$ cat config.mk
export PLATFORM = sky130hd
export DESIGN_NAME = clk_period_meter
export DESIGN_NICKNAME = d
export VERILOG_FILES = /design/src/rtl/clk_period_meter.sv
export SDC_FILE = /design/constraint.sdc
export NUM_CORES = 1
export LEC_CHECK = 0
export CORE_MARGIN = 2
export CORE_UTILIZATION = 35
export DETAILED_ROUTE_END_ITERATION = 10
export GPL_TIMING_DRIVEN = 0
export PLACE_DENSITY = 0.63
export SKIP_CTS_REPAIR_TIMING = 1
export SLEW_MARGIN = 20
export SYNTH_ARGS = -nofsm -noshare
export SYNTH_HDL_FRONTEND = slang
export SYNTH_SLANG_ARGS = --single-unit
export TNS_END_PERCENT = 5
$ cat constraint.sdc
create_clock -name clk_in -period 3.7 [get_ports clk_in]
set_clock_uncertainty 0.2 [all_clocks]
set_input_delay 0.74 -clock clk_in [delete_from_list [all_inputs] [get_ports clk_in]]
set_output_delay 0.74 -clock clk_in [all_outputs]
set_load 0.01 [all_outputs]
$ cat src/rtl/clk_period_meter.sv
// clk_period_meter: measures the half-period of a slow square wave in clk_in
//   cycles and recovers the divide-by target (P-1) that generated it.
// Latency: outputs register two clk_in edges after the input change is
//   captured by the first synchronizer flop. There is no backpressure;
//   valid is a single-cycle pulse per measured half-period.
// Ports:
//   clk_in, reset (sync, active-high), signal_in (async square wave)
//   level_out  : synchronized input level
//   period_out : last half-period P; target_out : P-1; phase_out : level of
//                the measured half-period
//   valid      : pulse on each measurement; stable : last MATCH_COUNT equal
//   timeout    : no input edge for TIMEOUT cycles
module clk_period_meter #(
  parameter int BIT_WIDTH   = 32,
  parameter int TIMEOUT     = 1000,
  parameter int MATCH_COUNT = 4
) (
  input  logic                 clk_in,
  input  logic                 reset,
  input  logic                 signal_in,
  output logic                 level_out,
  output logic [BIT_WIDTH-1:0] period_out,
  output logic [BIT_WIDTH-1:0] target_out,
  output logic                 phase_out,
  output logic                 valid,
  output logic                 stable,
  output logic                 timeout
);

  localparam int MW = $clog2(MATCH_COUNT);
  localparam logic [BIT_WIDTH-1:0] TMO_VAL   = BIT_WIDTH'(TIMEOUT);
  localparam logic [BIT_WIDTH-1:0] CNT_ONE   = BIT_WIDTH'(1);
  localparam logic [MW-1:0]        MATCH_MAX = MW'(MATCH_COUNT - 1);
  localparam logic [MW-1:0]        MATCH_ONE = MW'(1);

  typedef enum logic [1:0] {
    S_IDLE    = 2'd0,
    S_MEASURE = 2'd1,
    S_TIMEOUT = 2'd2
  } state_e;

  logic                 sync1_q, sync2_q, sync3_q;
  state_e               state_q, state_d;
  logic [BIT_WIDTH-1:0] cnt_q, cnt_d;
  logic [MW-1:0]        match_q, match_d;
  logic                 first_q, first_d;
  logic [BIT_WIDTH-1:0] period_q, period_d;
  logic [BIT_WIDTH-1:0] target_q, target_d;
  logic                 phase_q, phase_d;
  logic                 valid_q, valid_d;
  logic                 stable_q, stable_d;
  logic                 timeout_q, timeout_d;
  logic                 edge_det;

  assign edge_det = sync2_q ^ sync3_q;

  always_ff @(posedge clk_in) begin
    if (reset) begin
      sync1_q   <= 1'b0;
      sync2_q   <= 1'b0;
      sync3_q   <= 1'b0;
      state_q   <= S_IDLE;
      cnt_q     <= '0;
      match_q   <= '0;
      first_q   <= 1'b0;
      period_q  <= '0;
      target_q  <= '0;
      phase_q   <= 1'b0;
      valid_q   <= 1'b0;
      stable_q  <= 1'b0;
      timeout_q <= 1'b0;
    end else begin
      sync1_q   <= signal_in;
      sync2_q   <= sync1_q;
      sync3_q   <= sync2_q;
      state_q   <= state_d;
      cnt_q     <= cnt_d;
      match_q   <= match_d;
      first_q   <= first_d;
      period_q  <= period_d;
      target_q  <= target_d;
      phase_q   <= phase_d;
      valid_q   <= valid_d;
      stable_q  <= stable_d;
      timeout_q <= timeout_d;
    end
  end

  always_comb begin
    state_d   = state_q;
    cnt_d     = cnt_q;
    match_d   = match_q;
    first_d   = first_q;
    period_d  = period_q;
    target_d  = target_q;
    phase_d   = phase_q;
    valid_d   = 1'b0;
    stable_d  = stable_q;
    timeout_d = timeout_q;

    // Counter freezes while lost so it can never run past TIMEOUT.
    if (edge_det) begin
      cnt_d = CNT_ONE;
    end else if (state_q != S_TIMEOUT) begin
      cnt_d = cnt_q + CNT_ONE;
    end

    case (state_q)
      S_IDLE: begin
        // First edge is only a reference point; no interval to report yet.
        if (edge_det) begin
          state_d = S_MEASURE;
          first_d = 1'b1;
        end
      end
      S_MEASURE: begin
        // An edge coinciding with cnt == TIMEOUT is a legal measurement.
        if (edge_det) begin
          valid_d  = 1'b1;
          period_d = cnt_q;
          target_d = cnt_q - CNT_ONE;
          phase_d  = sync3_q;
          first_d  = 1'b0;
          if (!first_q && (cnt_q == period_q)) begin
            match_d = (match_q == MATCH_MAX) ? match_q : match_q + MATCH_ONE;
          end else begin
            match_d = '0;
          end
          stable_d = (match_d == MATCH_MAX);
        end else if (cnt_q == TMO_VAL) begin
          state_d   = S_TIMEOUT;
          timeout_d = 1'b1;
          stable_d  = 1'b0;
          match_d   = '0;
        end
      end
      S_TIMEOUT: begin
        // The interval that ended here is unbounded, so it only re-arms.
        if (edge_det) begin
          state_d   = S_MEASURE;
          timeout_d = 1'b0;
          first_d   = 1'b1;
        end
      end
      default: begin
        state_d = S_IDLE;
      end
    endcase
  end

  assign level_out  = sync2_q;
  assign period_out = period_q;
  assign target_out = target_q;
  assign phase_out  = phase_q;
  assign valid      = valid_q;
  assign stable     = stable_q;
  assign timeout    = timeout_q;

endmodule

==> qor.csv <==
stage,metric,value,unit
global_routing,grt_pass1_wl,24.2,mm
synthesis,syn-cell-area,5230,µm²
hold_path,hold_start,target_out[29],
power_and_ir_drop,switching_share,24.0,%
global_routing,grt_max_degree,16,
synthesis,ys_seq_area_share,41.4,%
place,gp_congestion,0.901,
die,die_y,126,µm
detailed_routing,via_per_inst,5.22,
clock_tree,cts_max_path_buffers,2,
die,die_w,126,µm
worst_setup_path,r2r_start,cnt_q[0],
detailed_routing,drc,0,
synthesis,yosys.cell_count.top_type,dfxtp_1,
cells_and_area,n_antenna_cell,0,
sta,min_period,3.34,ns
clock_tree,cts_tree,built,
global_routing,antenna_found_initial,0,
cells_and_area,drive_above_1_share,5.30,%
detailed_routing,drt_iter0_markers,384,
job,drv_cap,0,
hold_path,hold_class,register to register,
cells_and_area,area_growth,23.5,%
sta,whs,0.255,ns
synthesis,synthCells,650,
worst_setup_path,crit_chain,clkbuf_1 > inv_1 > ha_1 > or4b_4 > buf_6 > nor3_1 > nand4_1 > xor2_1 > a21oi_1,
worst_setup_path,cpPeakStageDelay,0.84,ns
power_and_ir_drop,sequentialPowerShare,50.1,%
sta,setup_viol,0,
place,portBuffers,71,
synthesis,synth_seq_cells,108,
clock_tree,numCtsBuffers,9,
sta,fin_crit_sh,90.2,%
clock_tree,clkLatencyLatePin,0.35,ns
die,start_util,36.0,%
power_and_ir_drop,p_comb_share,10.1,%
sta,tns,0,ns
worst_setup_path,r2r_end,target_out[28],
cells_and_area,final_nets,738,
power_and_ir_drop,power_frac_clock,39.8,%
status,status,finished clean,
worst_setup_path,crit_required,3.78,ns
global_routing,grtUsageMet3,4.84,%
worst_setup_path,crit_family,simple AND/OR/NAND/NOR gates,
clock_tree,clock-root-buffer,clkbuf_16,
detailed_routing,vias,4805,
global_routing,gr-total-overflow,0,
sta,clock.fmax,299,MHz
synthesis,syn_area_per_cell,8.04,µm²
hold_path,hold_path_depth,2,
clock_tree,cts.clk_slew.worst_paths,0.07,ns
power_and_ir_drop,netSwitchingPower,0.000568,W
sta,tightest_slew,1.05,ns
synthesis,ys.flop_type,dfxtp_1,
synthesis,syn-num-nets,656,
die,core,14500,µm²
synthesis,synth_cell_type_count,47,
detailed_routing,drt_first_pass_iters,5,
synthesis,yosysTopAreaCell,dfxtp_1,
synthesis,yosys_warnings,0,
global_routing,grt_pass1_vias,4589,
clock_tree,cts_max_level,3,
detailed_routing,postRouteAntennaNets,0,
die,io_pins,72,
hold_path,min_to,target_out[29],
worst_setup_path,rr_worst_depth,9,
worst_setup_path,reg2reg_setup_slack,0.36,ns
worst_setup_path,timing.critical_path.buf_inv,3,
clock_tree,cts_sinks,108,
cells_and_area,fill_cells,1458,
synthesis,synth_commonest_cells,"dfxtp_1 (108), nand2_1 (90), a21oi_1 (70), nor2_1 (60), xnor2_1 (60)",
power_and_ir_drop,p_per_area,367,nW/µm²
synthesis,synth_edf_count,0,
worst_setup_path,worstSetupEndpointType,register,
place,dpl.hpwl,11.3,mm
worst_setup_path,worstPathMaxFanout,10,
sta,relSlewSlack,29.2,%
die,rows,44,
global_routing,track_usage,19.2,%
worst_setup_path,cp_slowest_cell,nor3_1,
power_and_ir_drop,ir_drop,0.215,mV
detailed_routing,totalWireLength,15.2,mm
sta,rsz0062_at_grt,no,
global_routing,use_met2,30.6,%
worst_setup_path,critPathLaunchType,register,
detailed_routing,wl_per_cell,16.6,µm
synthesis,synthArstFlopShare,0,%
synthesis,yosys-top-cells-area,"dfxtp_1 (41%), xnor2_1 (10%), a21oi_1 (6.7%), nand2_1 (6.5%), nor2_1 (4.3%)",
die,die-area,15900,µm²
worst_setup_path,arrival,3.42,ns
power_and_ir_drop,intPower,0.00180,W
sta,hold_viol,0,
global_routing,top_usage_layer,met2,
worst_setup_path,crit_type,register to register,
synthesis,yosys.area.top_type_share,41.4,%
global_routing,grtUsageMet1,25.5,%
sta,report.final.slew_viol_count,0,
power_and_ir_drop,leakage,2.19,nW
worst min-delay path: stages (launching register included):
cell and delay, ns:
dfxtp_1 0.31, nand2_1 0.05, o21ai_1 0.05
cell families after synthesis:
family          count (synthesis)  share of synthesized area, %
flops                         108                          41.4
xor+xnor                       78                          13.2
compound gates                122                          12.9
buf+inv                        78                          6.32
fa+ha+maj                       3                         0.718
simple gates                  261                          25.4
placed cells by master (no fill, tap or decap), types with 4 or more instances in the layout:
| master | instances |
|---|---|
| nor2b_1 | 5 |
| nand4_1 | 14 |
| a21oi_1 | 70 |
| nor2_1 | 60 |
| buf_6 | 4 |
| a211oi_1 | 10 |
| and4_1 | 6 |
| nor3_1 | 15 |
| a31o_2 | 4 |
| or4_1 | 4 |
| or3_1 | 13 |
| nand2_1 | 90 |
| nand2b_1 | 6 |
| clkdlybuf4s50_1 | 71 |
| clkbuf_16 | 9 |
| nand3_1 | 11 |
| nor4_1 | 16 |
| xor2_1 | 17 |
| clkbuf_8 | 4 |
| dfxtp_1 | 108 |
| clkbuf_1 | 56 |
| nor4_2 | 4 |
| o21ai_0 | 28 |
| inv_1 | 13 |
| xnor2_1 | 60 |
power groups by stage:
stage / Sequential, W / Clock, W / Combinational (W)
after floorplan: 0.00122 / 0 / 0.000162
after global routing: 0.00119 / 0.00101 / 0.000262
after detailed placement: 0.00121 / 0 / 0.000237
after global placement: 0.00121 / 0 / 0.000235
after CTS: 0.00119 / 0.000969 / 0.000239
final: 0.00119 / 0.000945 / 0.000239
sequential cells by signal (all words and copies together) (netlist names):
register and flops:
cnt_q 32, period_out 32, target_out 32, match_q 2, state_q 2, first_q 1
level_out 1, phase_out 1, stable 1, sync1_q 1, sync3_q 1, timeout 1
valid 1
cell type report:
| type | count | area, µm² | area share (%) |
|---|---|---|---|
| Tap cell | 184 | 230 | 3.57 |
| Sequential cell | 108 | 2160 | 33.5 |
| Timing Repair Buffer | 71 | 711 | 11.0 |
| Clock buffer | 14 | 284 | 4.40 |
| Multi-Input combinational cell | 464 | 2730 | 42.3 |
| Buffer | 65 | 282 | 4.36 |
| Inverter | 13 | 48.8 | 0.756 |
| Clock inverter | 1 | 5.00 | 0.0775 |
worst max path at each step:
stage	startpoint	endpoint	slack [ns]	cells after the start
3_5_place_dp	cnt_q[0]	target_out[28]	0.48	9
3_3_place_gp	cnt_q[0]	target_out[30]	0.54	9
6_report	cnt_q[0]	target_out[28]	0.36	9
4_1_cts	cnt_q[0]	target_out[28]	0.45	9
2_1_floorplan	cnt_q[0]	target_out[20]	0.85	10
5_1_grt	cnt_q[0]	target_out[28]	0.29	9
metal layers:
layer / wire [µm] / up-vias
li1: - / 2369
met1: 6680 / 2238
met2: 7050 / 177
met3: 1150 / 21
met4: 363 / 0
met5: 0 / -
per-stage QoR:
step	instance area, µm²	std cells	worst slack, ns	total power (W)	utilization (%)
2_1_floorplan	5230	650	0.847	0.00138	-
3_3_place_gp	6170	905	0.541	0.00145	42.4
3_5_place_dp	6170	905	0.480	0.00145	42.4
4_1_cts	6460	920	0.454	0.00239	44.4
5_1_grt	6460	920	0.289	0.00246	44.4
6_report	6460	920	0.361	0.00237	44.4
Power figures use the tool's default switching activity.
